$ cat src/rtl/act_quant_pkg.sv
// act_quant_pkg
// Shared definitions for the requantise-and-activate pipeline:
//   act_mode_e   activation mode encodings (2'b11 behaves as plain ReLU)
//   DEF_*        default lane count and widths used by act_quant_pipe / act_lane
//   SAT_CNT_W    width of the saturation beat counter
//   sat_inc()    sticky increment of the saturation counter
package act_quant_pkg;

  typedef enum logic [1:0] {
    ACT_RELU     = 2'b00,
    ACT_RELU_CAP = 2'b01,
    ACT_SSAT     = 2'b10,
    ACT_RELU_ALT = 2'b11
  } act_mode_e;

  localparam int DEF_LANES   = 4;
  localparam int DEF_IN_W    = 32;
  localparam int DEF_OUT_W   = 8;
  localparam int DEF_SHIFT_W = 5;
  localparam int SAT_CNT_W   = 16;

  // Saturating increment: the counter parks at all-ones instead of wrapping.
  function automatic logic [SAT_CNT_W-1:0] sat_inc(input logic [SAT_CNT_W-1:0] cnt);
    return (&cnt) ? cnt : cnt + 1'b1;
  endfunction

endpackage

$ cat src/rtl/act_lane.sv
// act_lane
// Per-lane datapath, split into two independent combinational halves so the
// parent can put a register stage between them.
//   Shift half (stage 1):  x_i, shift_i -> s_o (IN_W+1 bit arithmetic shift), neg_o
//   Clamp half (stage 2):  s_i, neg_i, mode_i, cap_i -> y_o, sat_o
// Build option: ACT_ROUND_EN adds round-half-up ahead of the shift; when
// undefined the shift truncates and the rounding adder is not built.
module act_lane
  import act_quant_pkg::*;
#(
  parameter int IN_W    = DEF_IN_W,
  parameter int OUT_W   = DEF_OUT_W,
  parameter int SHIFT_W = DEF_SHIFT_W
) (
  input  logic [IN_W-1:0]    x_i,
  input  logic [SHIFT_W-1:0] shift_i,
  output logic [IN_W:0]      s_o,
  output logic               neg_o,
  input  logic [IN_W:0]      s_i,
  input  logic               neg_i,
  input  logic [1:0]         mode_i,
  input  logic [OUT_W-1:0]   cap_i,
  output logic [OUT_W-1:0]   y_o,
  output logic               sat_o
);

  localparam int EXT_W = IN_W + 1;

  logic signed [EXT_W-1:0] x_ext;

  assign x_ext = {x_i[IN_W-1], x_i};
  // Zeroing keys off the pre-shift sign, so a small negative that rounds to 0
  // still reads as negative.
  assign neg_o = x_i[IN_W-1];

`ifdef ACT_ROUND_EN
  logic signed [EXT_W-1:0] bias;
  logic signed [EXT_W-1:0] x_rnd;

  always_comb begin
    bias = '0;
    if (shift_i != '0) begin
      bias = EXT_W'(1) << (shift_i - SHIFT_W'(1));
    end
  end

  // One extra bit of headroom means the bias add can never wrap.
  assign x_rnd = x_ext + bias;
  assign s_o   = x_rnd >>> shift_i;
`else
  assign s_o = x_ext >>> shift_i;
`endif

  logic signed [EXT_W-1:0] s_val;
  logic signed [EXT_W-1:0] cap_ext;
  logic signed [EXT_W-1:0] umax;
  logic signed [EXT_W-1:0] smax;
  logic signed [EXT_W-1:0] smin;

  assign s_val   = s_i;
  assign cap_ext = {{(EXT_W-OUT_W){1'b0}}, cap_i};
  assign umax    = {{(EXT_W-OUT_W){1'b0}}, {OUT_W{1'b1}}};
  assign smax    = {{(EXT_W-OUT_W+1){1'b0}}, {(OUT_W-1){1'b1}}};
  assign smin    = {{(EXT_W-OUT_W+1){1'b1}}, {(OUT_W-1){1'b0}}};

  // sat_o flags only clamp events; negative zeroing is not a saturation.
  always_comb begin
    y_o   = s_i[OUT_W-1:0];
    sat_o = 1'b0;
    case (act_mode_e'(mode_i))
      ACT_SSAT: begin
        if (s_val > smax) begin
          y_o   = smax[OUT_W-1:0];
          sat_o = 1'b1;
        end else if (s_val < smin) begin
          y_o   = smin[OUT_W-1:0];
          sat_o = 1'b1;
        end
      end
      ACT_RELU_CAP: begin
        if (neg_i) begin
          y_o = '0;
        end else if (s_val > cap_ext) begin
          y_o   = cap_i;
          sat_o = 1'b1;
        end
      end
      default: begin
        if (neg_i) begin
          y_o = '0;
        end else if (s_val > umax) begin
          y_o   = {OUT_W{1'b1}};
          sat_o = 1'b1;
        end
      end
    endcase
  end

endmodule

$ cat src/rtl/act_quant_pipe.sv
// act_quant_pipe
// Two-stage streaming requantise + activation for LANES accumulator lanes.
//   clk, rst_n                 clock, async active-low reset
//   cfg_shift/cfg_mode/cfg_cap per-beat configuration, captured with the beat
//   in_valid/in_ready/in_data  input stream (lane i at [i*IN_W +: IN_W])
//   out_valid/out_ready/out_data output stream (lane i at [i*OUT_W +: OUT_W])
//   sat_cnt, cnt_clr           sticky count of beats with a clamped lane, sync clear
// Stage 1 holds the shifted (optionally rounded) lanes, stage 2 the clamped
// result. in_ready is combinational from out_ready through the stage enables.
// Build option: ACT_ROUND_EN (see act_lane) selects rounding before the shift.
module act_quant_pipe
  import act_quant_pkg::*;
#(
  parameter int LANES   = DEF_LANES,
  parameter int IN_W    = DEF_IN_W,
  parameter int OUT_W   = DEF_OUT_W,
  parameter int SHIFT_W = DEF_SHIFT_W
) (
  input  logic                   clk,
  input  logic                   rst_n,
  input  logic [SHIFT_W-1:0]     cfg_shift,
  input  logic [1:0]             cfg_mode,
  input  logic [OUT_W-1:0]       cfg_cap,
  input  logic                   in_valid,
  output logic                   in_ready,
  input  logic [LANES*IN_W-1:0]  in_data,
  output logic                   out_valid,
  input  logic                   out_ready,
  output logic [LANES*OUT_W-1:0] out_data,
  output logic [SAT_CNT_W-1:0]   sat_cnt,
  input  logic                   cnt_clr
);

  localparam int EXT_W = IN_W + 1;

  logic                    s1_en;
  logic                    s2_en;
  logic                    in_acc;

  logic                    s1_v_q;
  logic [LANES*EXT_W-1:0]  s1_s_q;
  logic [LANES*EXT_W-1:0]  s1_s_d;
  logic [LANES-1:0]        s1_neg_q;
  logic [LANES-1:0]        s1_neg_d;
  logic [1:0]              s1_mode_q;
  logic [OUT_W-1:0]        s1_cap_q;

  logic                    s2_v_q;
  logic [LANES*OUT_W-1:0]  s2_y_q;
  logic [LANES*OUT_W-1:0]  s2_y_d;
  logic                    s2_sat_q;
  logic [LANES-1:0]        lane_sat;

  logic [SAT_CNT_W-1:0]    sat_cnt_q;
  logic [SAT_CNT_W-1:0]    sat_cnt_d;

  assign s2_en    = ~s2_v_q | out_ready;
  assign s1_en    = ~s1_v_q | s2_en;
  // Gating with rst_n keeps the source from seeing ready during reset.
  assign in_ready = rst_n & s1_en;
  assign in_acc   = in_valid & in_ready;

  for (genvar i = 0; i < LANES; i++) begin : g_lane
    act_lane #(
      .IN_W   (IN_W),
      .OUT_W  (OUT_W),
      .SHIFT_W(SHIFT_W)
    ) u_lane (
      .x_i    (in_data[i*IN_W +: IN_W]),
      .shift_i(cfg_shift),
      .s_o    (s1_s_d[i*EXT_W +: EXT_W]),
      .neg_o  (s1_neg_d[i]),
      .s_i    (s1_s_q[i*EXT_W +: EXT_W]),
      .neg_i  (s1_neg_q[i]),
      .mode_i (s1_mode_q),
      .cap_i  (s1_cap_q),
      .y_o    (s2_y_d[i*OUT_W +: OUT_W]),
      .sat_o  (lane_sat[i])
    );
  end

  // Mode and cap ride along in stage 1 so later cfg changes never touch
  // a beat that was already accepted.
  always_ff @(posedge clk or negedge rst_n) begin
    if (!rst_n) begin
      s1_v_q    <= 1'b0;
      s1_s_q    <= '0;
      s1_neg_q  <= '0;
      s1_mode_q <= '0;
      s1_cap_q  <= '0;
    end else begin
      if (s1_en) begin
        s1_v_q <= in_acc;
      end
      if (in_acc) begin
        s1_s_q    <= s1_s_d;
        s1_neg_q  <= s1_neg_d;
        s1_mode_q <= cfg_mode;
        s1_cap_q  <= cfg_cap;
      end
    end
  end

  always_ff @(posedge clk or negedge rst_n) begin
    if (!rst_n) begin
      s2_v_q   <= 1'b0;
      s2_y_q   <= '0;
      s2_sat_q <= 1'b0;
    end else if (s2_en) begin
      s2_v_q <= s1_v_q;
      if (s1_v_q) begin
        s2_y_q   <= s2_y_d;
        s2_sat_q <= |lane_sat;
      end
    end
  end

  // Counted when the beat leaves stage 2; clear takes priority.
  always_comb begin
    sat_cnt_d = sat_cnt_q;
    if (cnt_clr) begin
      sat_cnt_d = '0;
    end else if (s2_v_q && out_ready && s2_sat_q) begin
      sat_cnt_d = sat_inc(sat_cnt_q);
    end
  end

  always_ff @(posedge clk or negedge rst_n) begin
    if (!rst_n) begin
      sat_cnt_q <= '0;
    end else begin
      sat_cnt_q <= sat_cnt_d;
    end
  end

  assign out_valid = s2_v_q;
  assign out_data  = s2_y_q;
  assign sat_cnt   = sat_cnt_q;

endmodule

$ cat config.mk
export PLATFORM = sky130hd
export DESIGN_NAME = act_quant_pipe
export DESIGN_NICKNAME = d
export VERILOG_FILES = /design/src/rtl/act_quant_pkg.sv /design/src/rtl/act_lane.sv /design/src/rtl/act_quant_pipe.sv
export SDC_FILE = /design/constraint.sdc
export NUM_CORES = 1
export LEC_CHECK = 0
export ABC_CLOCK_PERIOD_IN_PS = 2400
export CAP_MARGIN = 0
export CORE_MARGIN = 2
export CORE_UTILIZATION = 52
export DETAILED_ROUTE_END_ITERATION = 6
export PLACE_DENSITY_LB_ADDON = 0.12
export SLEW_MARGIN = 20
export SYNTH_ARGS = -nofsm -noshare
export SYNTH_HDL_FRONTEND = slang
export SYNTH_SLANG_ARGS = --single-unit
$ cat constraint.sdc
create_clock -name clk -period 2.4 [get_ports clk]
set_clock_uncertainty 0.05 [all_clocks]
set_input_delay 0.48 -clock clk [delete_from_list [all_inputs] [get_ports clk]]
set_output_delay 0.48 -clock clk [all_outputs]
set_load 0.1 [all_outputs]
### Word level (Yosys, flattened, before mapping)

Cells that the tools add are included.
W data, S select, Z words.

* $add $sub $neg: 1
* $mul: 0
* divide/modulo/power cells: 0
* order comparisons: 16
* equality and inequality tests: 3
* shift-type cells: 4
* mux-type cells: 59
* bitwise gates (word level): 6
* reductions and logical operators: 7

Operators with widths (count)
* $mux W8: 24
* $gt A33 B8 Y1 const B: 4
* $gt A33 B9 Y1: 4
* $gt A33 B9 Y1 const B: 4
* $lt A33 B8 Y1 const B: 4
* $sshr A32 B5 Y33: 4
* $pmux W8 S2: 4
* $mux W16: 3
* $mux W1: 24
* $add A16 B1 Y16 const B: 1
* $reduce_and A16 Y1: 1
* $pmux W1 S2: 4
* $reduce_and A2 Y1: 2
* $reduce_or A4 Y1: 1
* $and A1 B1 Y1: 2
* $eq A2 B1 Y1 const B: 1
* $eq A2 B2 Y1 const B: 1
* $logic_and A1 B1 Y1: 2
* $ne A2 B2 Y1 const B: 1
* $not A1 Y1: 2
* $or A1 B1 Y1: 2
* $reduce_bool A2 Y1: 1

* bits in registers: 197
* bits in latches: 0
* memory bits (writable): 0
* ROM bits: 0
* input bits: 148
* output and inout port bits: 50
* logic and storage cells: 105
* memories kept: 0

### Logic depth before layout (Yosys ltp)

Gate-level depths: netlist of the first run.

* depth after elaboration: 5
* mapped depth: 11
* gate-level depth less buffers: 9

### Cells and area by module

A second synthesis of the first run with hierarchy kept.

* cell total of the unflattened synthesis: 1761
* area total of the unflattened synthesis: 17692.0 µm²

Modules (own cells, without submodules)
* act_lane: times used 4, cells each 319, area an instance 2527.4 µm², seq. area each 0.0 µm²
* act_quant_pipe: times used 1, cells each 485, area an instance 7582.3 µm², seq. area each 4929.7 µm²

### Least setup slack after synthesis of the first run

Ideal clock, no wire load.

* kind: register to register
* from: register s2_v_q, in the netlist out_valid
* to: register s1_cap_q[0]
* library setup time: 0.125 ns
* arrival time: 3.016 ns
* required time: 2.225 ns
* slack: -0.791 ns
* cell stages (with the launch flop): 7
* path buffers: 2
* clock period less this slack: 3.191 ns
* cell sequence: dfrtp_1 -> nand3b_1 -> and2_1 -> nand2_1 -> clkbuf_1 -> clkbuf_1 -> mux2_2

* cells in the longest elaborated chain, start to end: 5

RTL lines
* from (decl): RTL line act_quant_pipe.sv:48 `logic s2_v_q;`
* from (signal assigned): RTL line act_quant_pipe.sv:110 `s2_v_q <= s1_v_q;`
* $not A1 Y1: RTL line act_quant_pipe.sv:57 `assign s2_en = ~s2_v_q | out_ready;`
* $or A1 B1 Y1: RTL line act_quant_pipe.sv:57
* $or A1 B1 Y1: RTL line act_quant_pipe.sv:58 `assign s1_en = ~s1_v_q | s2_en;`
* $and A1 B1 Y1: RTL line act_quant_pipe.sv:60 `assign in_ready = rst_n & s1_en;`
* named net in_ready: RTL line act_quant_pipe.sv:25 `output logic in_ready,`
* $and A1 B1 Y1: RTL line act_quant_pipe.sv:61 `assign in_acc = in_valid & in_ready;`
* to (signal assigned): RTL line act_quant_pipe.sv:99 `s1_cap_q <= cfg_cap;`
* to (decl): RTL line act_quant_pipe.sv:46 `logic [OUT_W-1:0] s1_cap_q;`

The timed path passes the listed nets, and every way through them passes these cells.
A chain may end at the register's enable or synchronous reset.

### Worst setup path after layout of the first run

* from: register s1_cap_q[4]
* to: register s2_y_q[1], in the netlist out_data[1]

* cells in the longest elaborated chain, start to end: 4

RTL lines
* $gt A33 B9 Y1: RTL line act_lane.sv:83 `end else if (s_val > cap_ext) begin`
* $mux W8: RTL line act_lane.sv:83
* $mux W8: RTL line act_lane.sv:81 `if (neg_i) begin`
* $pmux W8 S2: RTL line act_lane.sv:70 `case (act_mode_e'(mode_i))`
* to (signal assigned): RTL line act_quant_pipe.sv:112 `s2_y_q <= s2_y_d;`
* to (decl): RTL line act_quant_pipe.sv:49 `logic [LANES*OUT_W-1:0] s2_y_q;`

No other way between the ends.

==> results of run 1 <==
==> cell type report <==
class / instances / area [sq um] / area share, %
Clock buffer: 20 / 457 / 2.25
Clock inverter: 11 / 155 / 0.763
Inverter: 26 / 109 / 0.536
Multi-Input combinational cell: 1418 / 10600 / 52.0
Sequential cell: 189 / 4750 / 23.4
Tap cell: 390 / 488 / 2.40
Timing Repair Buffer: 425 / 3790 / 18.7
==> cell usage after synthesis, types with 26 or more instances <==
cell	instances	area share, %
dfrtp_1	189	30
ha_1	35	2.8
nand2_1	345	8.3
o21ai_0	263	8.4
mux2_2	97	7.0
mux2i_1	77	4.9
clkbuf_1	96	2.3
nand3_1	26	0.83
a21oi_1	110	3.5
mux4_2	112	16
buf_2	26	0.83
nand4_1	38	1.5
nor2_1	109	2.6
==> worst max-delay path, stage by stage, from the launching register on <==
cell and delay (ns):
dfrtp_1 0.39, inv_4 0.08, buf_6 0.12, ha_4 0.25, and4_4 0.22, nor4b_4 0.18, o311ai_1 0.13, a31oi_1 0.31
buf_4 0.24, mux2i_1 0.22, o221ai_1 0.14
==> per-layer routing <==
layer  vias up  wire, um  GRT usage, %
li1       7211         -             -
met1      7397     23100          48.9
met2       792     21600          46.1
met3        87      4120          4.71
met4         0      1150          8.23
met5         -         0             0
==> cell families (layout without fill, tap and decap cells) <==
logic type / after synthesis / in the layout
mux: 286 / 286
simple gates: 599 / 599
buf+inv: 166 / 482
compound gates: 485 / 485
flops: 189 / 189
xor+xnor: 13 / 13
fa+ha+maj: 35 / 35
==> repair_timing <==
item | in CTS | in global routing
setup buffers | 1 | 3
gates resized for setup | 12 | 52
hold buffers | 0 | 0
cloned | 2 | 1
pin swaps | 2 | 25
endpoints found under the setup margin | 29 | 33
==> how the worst min path moves through the flow <==
stage | start | to | slack, ns | cells after the start
global placement | s1_v_q | out_valid | 0.44 | 1
floorplan | rst_n | out_data[0] | 0.13 | 0
finish | rst_n | out_data[12] | 0.07 | 2
global route | rst_n | out_data[12] | 0.1 | 2
detailed placement | out_data[11] | out_data[11] | 0.44 | 2
CTS | rst_n | s1_s_q[60] | 0.07 | 2
==> power breakdown <==
part	internal (mW)	switching, mW	leakage (nW)
logic	2.61	4.32	5.99
registers	3.88	0.606	2.31
clock network	1.71	1.26	0.303
total	8.19	6.19	8.60
==> through the flow <==
stage          utilization, %  std cells  hold WS [ns]  power (mW)
6_report                 68.6       2479        0.0685        14.4
5_1_grt                  68.6       2479        0.0970        15.1
4_1_cts                  67.5       2475        0.0743        14.1
3_5_place_dp             65.3       2441         0.438        11.1
3_3_place_gp             65.3       2441         0.437        11.0
2_1_floorplan               -       1773         0.134        8.73
==> flip-flops by register name, summed over array words and instances (netlist names) <==
register	cells
sat_cnt	16
s1_mode_q	2
s2_sat_q	1
s1_cap_q	8
s1_v_q	1
s1_s_q	128
out_data	32
out_valid	1
==> results.md, run 1 <==
- Worst-margin pin slew: 0.896 ns
- Chip Height: 178 um
- Status: finished with violations
- Maximum clock frequency: 403 MHz
- Ys flop type: dfrtp_1
- Gr ovfl total: 0
- Placed cell area: 0.0193 sq mm
- Die area: 0.0315 sq mm
- Unrepaired setup endpoints after global routing: true
- Antenna Nets Post-Route: 0
- Synth Instances: 1773
- Setup CP Type: reg -> reg
- Post-synthesis compound-gate area fraction: 17.4%
- DP Worst Slack: -0.291 ns
- Most frequent cells in the layout: nand2_1, o21ai_0, buf_4
- Synth Area in Adders: 2.80%
- Final Hold Viols: 0
- Drt initial violations: 1651
- Fill cells: 2383
- Detailed Route WL: 50.1 mm
- Initial Util: 52.9%
- Fin area: 0.0203 sq mm
- Clock Tree Root: clkbuf_16
- H-tree Lvls: 4
- CTS sink count: 189
- Worst setup margin: -0.0816 ns
- Fin crit share: 103%
- Placer Congestion: 0.949
- DRC: 0
- Pwr per Cell Area: 708 mW/mm^2
- Final setup vio count: 18
- Clk_lat worst skew: 0.45 ns
- First-pass GRT wire length: 78.1 mm
- Number of flops mapped to enable cells by yosys: 0
- Fin nets: 2260
- Synthesis-stage register bit count: 189
- TritonRoute pass-1 iters: 5
- Hold/Removal Path Class: in -> async
- CTS Buf Count: 17
- Violated checks: negative setup slack
- Via-to-Cell Ratio: 6.25
- Slew margin rel.: 39.7%
- Setup_tns: -0.879 ns
- Fraction of layout cells with a size suffix above 1: 28.1%
- Largest net degree at the start of global routing: 89
- R2R Setup Slk: -0.08 ns
- Simple-gate share of the synthesized area: 16.6%
- Vias in the first global route: 14368
- Wire per inst: 20.2 um
- CP startpoint kind: flop
- Netlist cell types: 58
- Longest Clk Path Bufs: 2
- Synthesized Nets: 1956
- VDD IR max: 593 uV
- Crit path to: out_data[1]
- Area grow syn2layout: 29.8%
- Fraction of registers with async set/reset: 100%
- Main combinational cell family by area after synthesis: multiplexers
- Ant. Diodes: 0
- Synth Area in XOR/XNOR: 0.727%
- Core Box Area: 0.0296 sq mm
- TritonCTS clock tree: built
- Crit-path max FO: 5
- Site Rows: 63
- Worst Path Required: 2.65 ns
- Max-Cap Viols: 0
- Post-synthesis mux area share: 28.0%
- Initial antenna violation count: 1
- Reg2reg start: s1_cap_q[4]
- Setup crit end kind: flop
- # port buffers: 197
- Reg2reg end: out_data[1]
- Yosys warns: 0
- Io pins: 198
- Worst R2R Path Depth: 10
- Leak pwr: 8.60 nW
- Die W: 178 um
- Worst EP arrival: 2.74 ns
- Commonest non-fill, non-tap cell in the layout: nand2_1
- Via count: 15487
- Total track usage: 31.6%
- Slew Viols, Final: 0
- Netlist Area Pre-Place: 0.0157 sq mm
- Hpwl dp: 38.9 mm
- Tmin final: 2.48 ns
- Sequential area share after synthesis: 30.2%
- Post-Syn Area per Cell: 8.84 sq um
- Clock Pin Slew Worst Setup and Hold Paths: 0.07 ns
- Critical Path Source: s1_cap_q[4]
Note: power is estimated with default switching activity, not from simulation.
==> run 2, diff against run 1 <==
--- a/config.mk
+++ b/config.mk
@@ -5,10 +5,10 @@
 export SDC_FILE = /design/constraint.sdc
 export NUM_CORES = 1
 export LEC_CHECK = 0
-export ABC_CLOCK_PERIOD_IN_PS = 2400
+export ABC_CLOCK_PERIOD_IN_PS = 2700
 export CAP_MARGIN = 0
 export CORE_MARGIN = 2
-export CORE_UTILIZATION = 52
+export CORE_UTILIZATION = 57
 export DETAILED_ROUTE_END_ITERATION = 6
 export PLACE_DENSITY_LB_ADDON = 0.12
 export SLEW_MARGIN = 20
==> constraint.sdc (replaced) <==
create_clock -name clk -period 2.7 [get_ports clk]
set_clock_uncertainty 0.05 [all_clocks]
set_input_delay 0.54 -clock clk [delete_from_list [all_inputs] [get_ports clk]]
set_output_delay 0.54 -clock clk [all_outputs]
set_load 0.1 [all_outputs]
==> results.md, run 2 (synthesized netlist as in run 1, its figures left out) <==
- Antenna Nets Post-Route: 0
- Max-Cap Viols: 0
- TritonRoute pass-1 iters: 6
- Setup crit end kind: flop
- Sequential fraction of design power: 33.3%
- Detailed Route WL: 47.9 mm
- First-pass GRT wire length: 76.3 mm
- Maximum clock frequency: 382 MHz
- TritonCTS clock tree: built
- Die W: 170 um
- Gr ovfl total: 0
- Via-to-Cell Ratio: 6.54
- Initial Util: 58.1%
- CP startpoint kind: flop
- Switching part of the total: 44.2%
- Initial antenna violation count: 0
- Levels on crit path: 9
- Commonest non-fill, non-tap cell in the layout: nand2_1
- # port buffers: 197
- Fraction of layout cells with a size suffix above 1: 20.9%
- Setup CP Type: reg -> reg
- Comb power frac: 45.6%
- Status: finished clean
- Clk_lat worst skew: 0.44 ns
- Final Hold Viols: 0
- Placer Congestion: 0.966
- P_sw: 5.38 mW
- Core Util, Final: 70.1%
- Longest Clk Path Bufs: 2
- Slew Viols, Final: 0
- Vias in the first global route: 13841
- Number of setup buffers added after CTS: 0
- Worst hold slack: 0.195 ns
- Worst R2R Path Depth: 9
- Ant. Diodes: 0
- Hold/Removal Path Class: in -> async
- Post-route non-filler standard cell count: 2296
- Core Box Area: 0.0270 sq mm
- Placed cell area: 0.0183 sq mm
- Slew margin rel.: 44.4%
- Crit path to: out_data[8]
- Hpwl dp: 36.6 mm
- Hold_buf cts: 0
- Reg2reg start: s1_cap_q[4]
- Unrepaired setup endpoints after global routing: false
- Final setup vio count: 0
- Delay of the slowest cell on the worst path: 0.36 ns
- Most frequent cells in the layout: nand2_1, o21ai_0, dfrtp_1
- H-tree Lvls: 4
- Fin nets: 2126
- CTS sink count: 189
- Leak pwr: 7.92 nW
- Total track usage: 33.6%
- Cts repair resizes: 0
- Power share of the clock group: 21.2%
- Chip Height: 170 um
- CP top delay family: compound AO/OA/AOI/OAI gates
- Fin crit share: 97.1%
- Reg2reg end: out_data[8]
- Wire per inst: 20.9 um
- Tmin final: 2.62 ns
- Critical Path Source: s1_cap_q[4]
- VDD IR max: 423 uV
- Master of the slowest instance on the critical path: ha_1
- Io pins: 198
- Max FFs per register: 128
- Placed cells: 2265
- CP cell instances: inv_1 > ha_1 > nand4_1 > o31a_1 > o31a_1 > a311oi_2 > buf_6 > mux2i_1 > o221ai_1
- R2R Setup Slk: 0.08 ns
- Worst Path Required: 2.95 ns
- Via count: 15023
- Drt initial violations: 1836
- Die area: 0.0288 sq mm
- Internal cell power: 6.78 mW
- Reg with most FFs: s1_s_q
- Largest net degree at the start of global routing: 145
- Crit-path max FO: 9
- Critical path buffer and inverter count: 2
- CTS Buf Count: 17
- Clock Pin Slew Worst Setup and Hold Paths: 0.07 ns
- Worst EP arrival: 2.87 ns
- CP most frequent cell: o31a_1
- Site Rows: 60
- Area grow syn2layout: 20.6%
- Clock Tree Root: clkbuf_16
- Worst-margin pin slew: 0.827 ns
- Fin area: 0.0189 sq mm
- Pwr per Cell Area: 643 mW/mm^2
- DRC: 0
[run 2: cell count changes in the layout (fill, tap and decap cells not counted), moves of 5 or more]
cell / previous run / this run
dfrtp_1: 177 / 187
dfrtp_2: 11 / 2
ha_1: 24 / 35
ha_4: 11 / 0
buf_4: 255 / 129
buf_6: 8 / 3
[run 2: metrics by stage]
stage | TNS [ns] | power, mW | setup WS [ns]
after global placement | -0.0679 | 9.36 | -0.0679
final | 0 | 12.2 | 0.0792
after global routing | 0 | 12.7 | 0.00117
after floorplan | 0 | 7.75 | 0.00484
after detailed placement | -0.103 | 9.50 | -0.103
after CTS | 0 | 12.1 | 0.0653
[run 2: how the worst min path moves through the flow]
stage	depth (start not counted)	slack, ns	start	end
4_1_cts	2	0.22	rst_n	sat_cnt[4]
2_1_floorplan	0	0.19	rst_n	out_data[0]
5_1_grt	2	0.24	rst_n	sat_cnt[10]
3_5_place_dp	2	0.44	out_data[14]	out_data[14]
3_3_place_gp	2	0.44	s1_s_q[9]	s1_s_q[9]
6_report	2	0.19	rst_n	out_data[21]
[run 2: metal layers]
layer | wire length (um) | GRT usage [%] | part of all wire, %
met1 | 22200 | 53.5 | 46
met2 | 20800 | 48.4 | 43
met3 | 4040 | 4.27 | 8.4
met4 | 906 | 8.18 | 1.9
met5 | 0 | 0 | 0
[run 2: power groups by stage]
stage	Sequential [mW]	Combinational, mW	Clock (mW)
floorplan	5.45	2.31	0
global placement	4.03	5.32	0
detailed placement	4.06	5.44	0
CTS	4.01	5.47	2.60
global route	4.11	5.91	2.71
finish	4.04	5.54	2.57
[run 2: final cells by class]
| cell class | count | area, sq um |
|---|---|---|
| Sequential cell | 189 | 4730 |
| Multi-Input combinational cell | 1418 | 10300 |
| Timing Repair Buffer | 291 | 2740 |
| Clock buffer | 18 | 439 |
| Inverter | 26 | 98.8 |
| Clock inverter | 13 | 153 |
| Tap cell | 341 | 427 |
| Fill cell | 2156 | 8050 |
==> run 3, diff against run 2 <==
--- a/config.mk
+++ b/config.mk
@@ -11,7 +11,6 @@
 export CORE_UTILIZATION = 57
 export DETAILED_ROUTE_END_ITERATION = 6
 export PLACE_DENSITY_LB_ADDON = 0.12
-export SLEW_MARGIN = 20
 export SYNTH_ARGS = -nofsm -noshare
 export SYNTH_HDL_FRONTEND = slang
 export SYNTH_SLANG_ARGS = --single-unit
==> results of run 3 <==
Same layout as run 2: the final DEF is identical, and so are final timing and power.
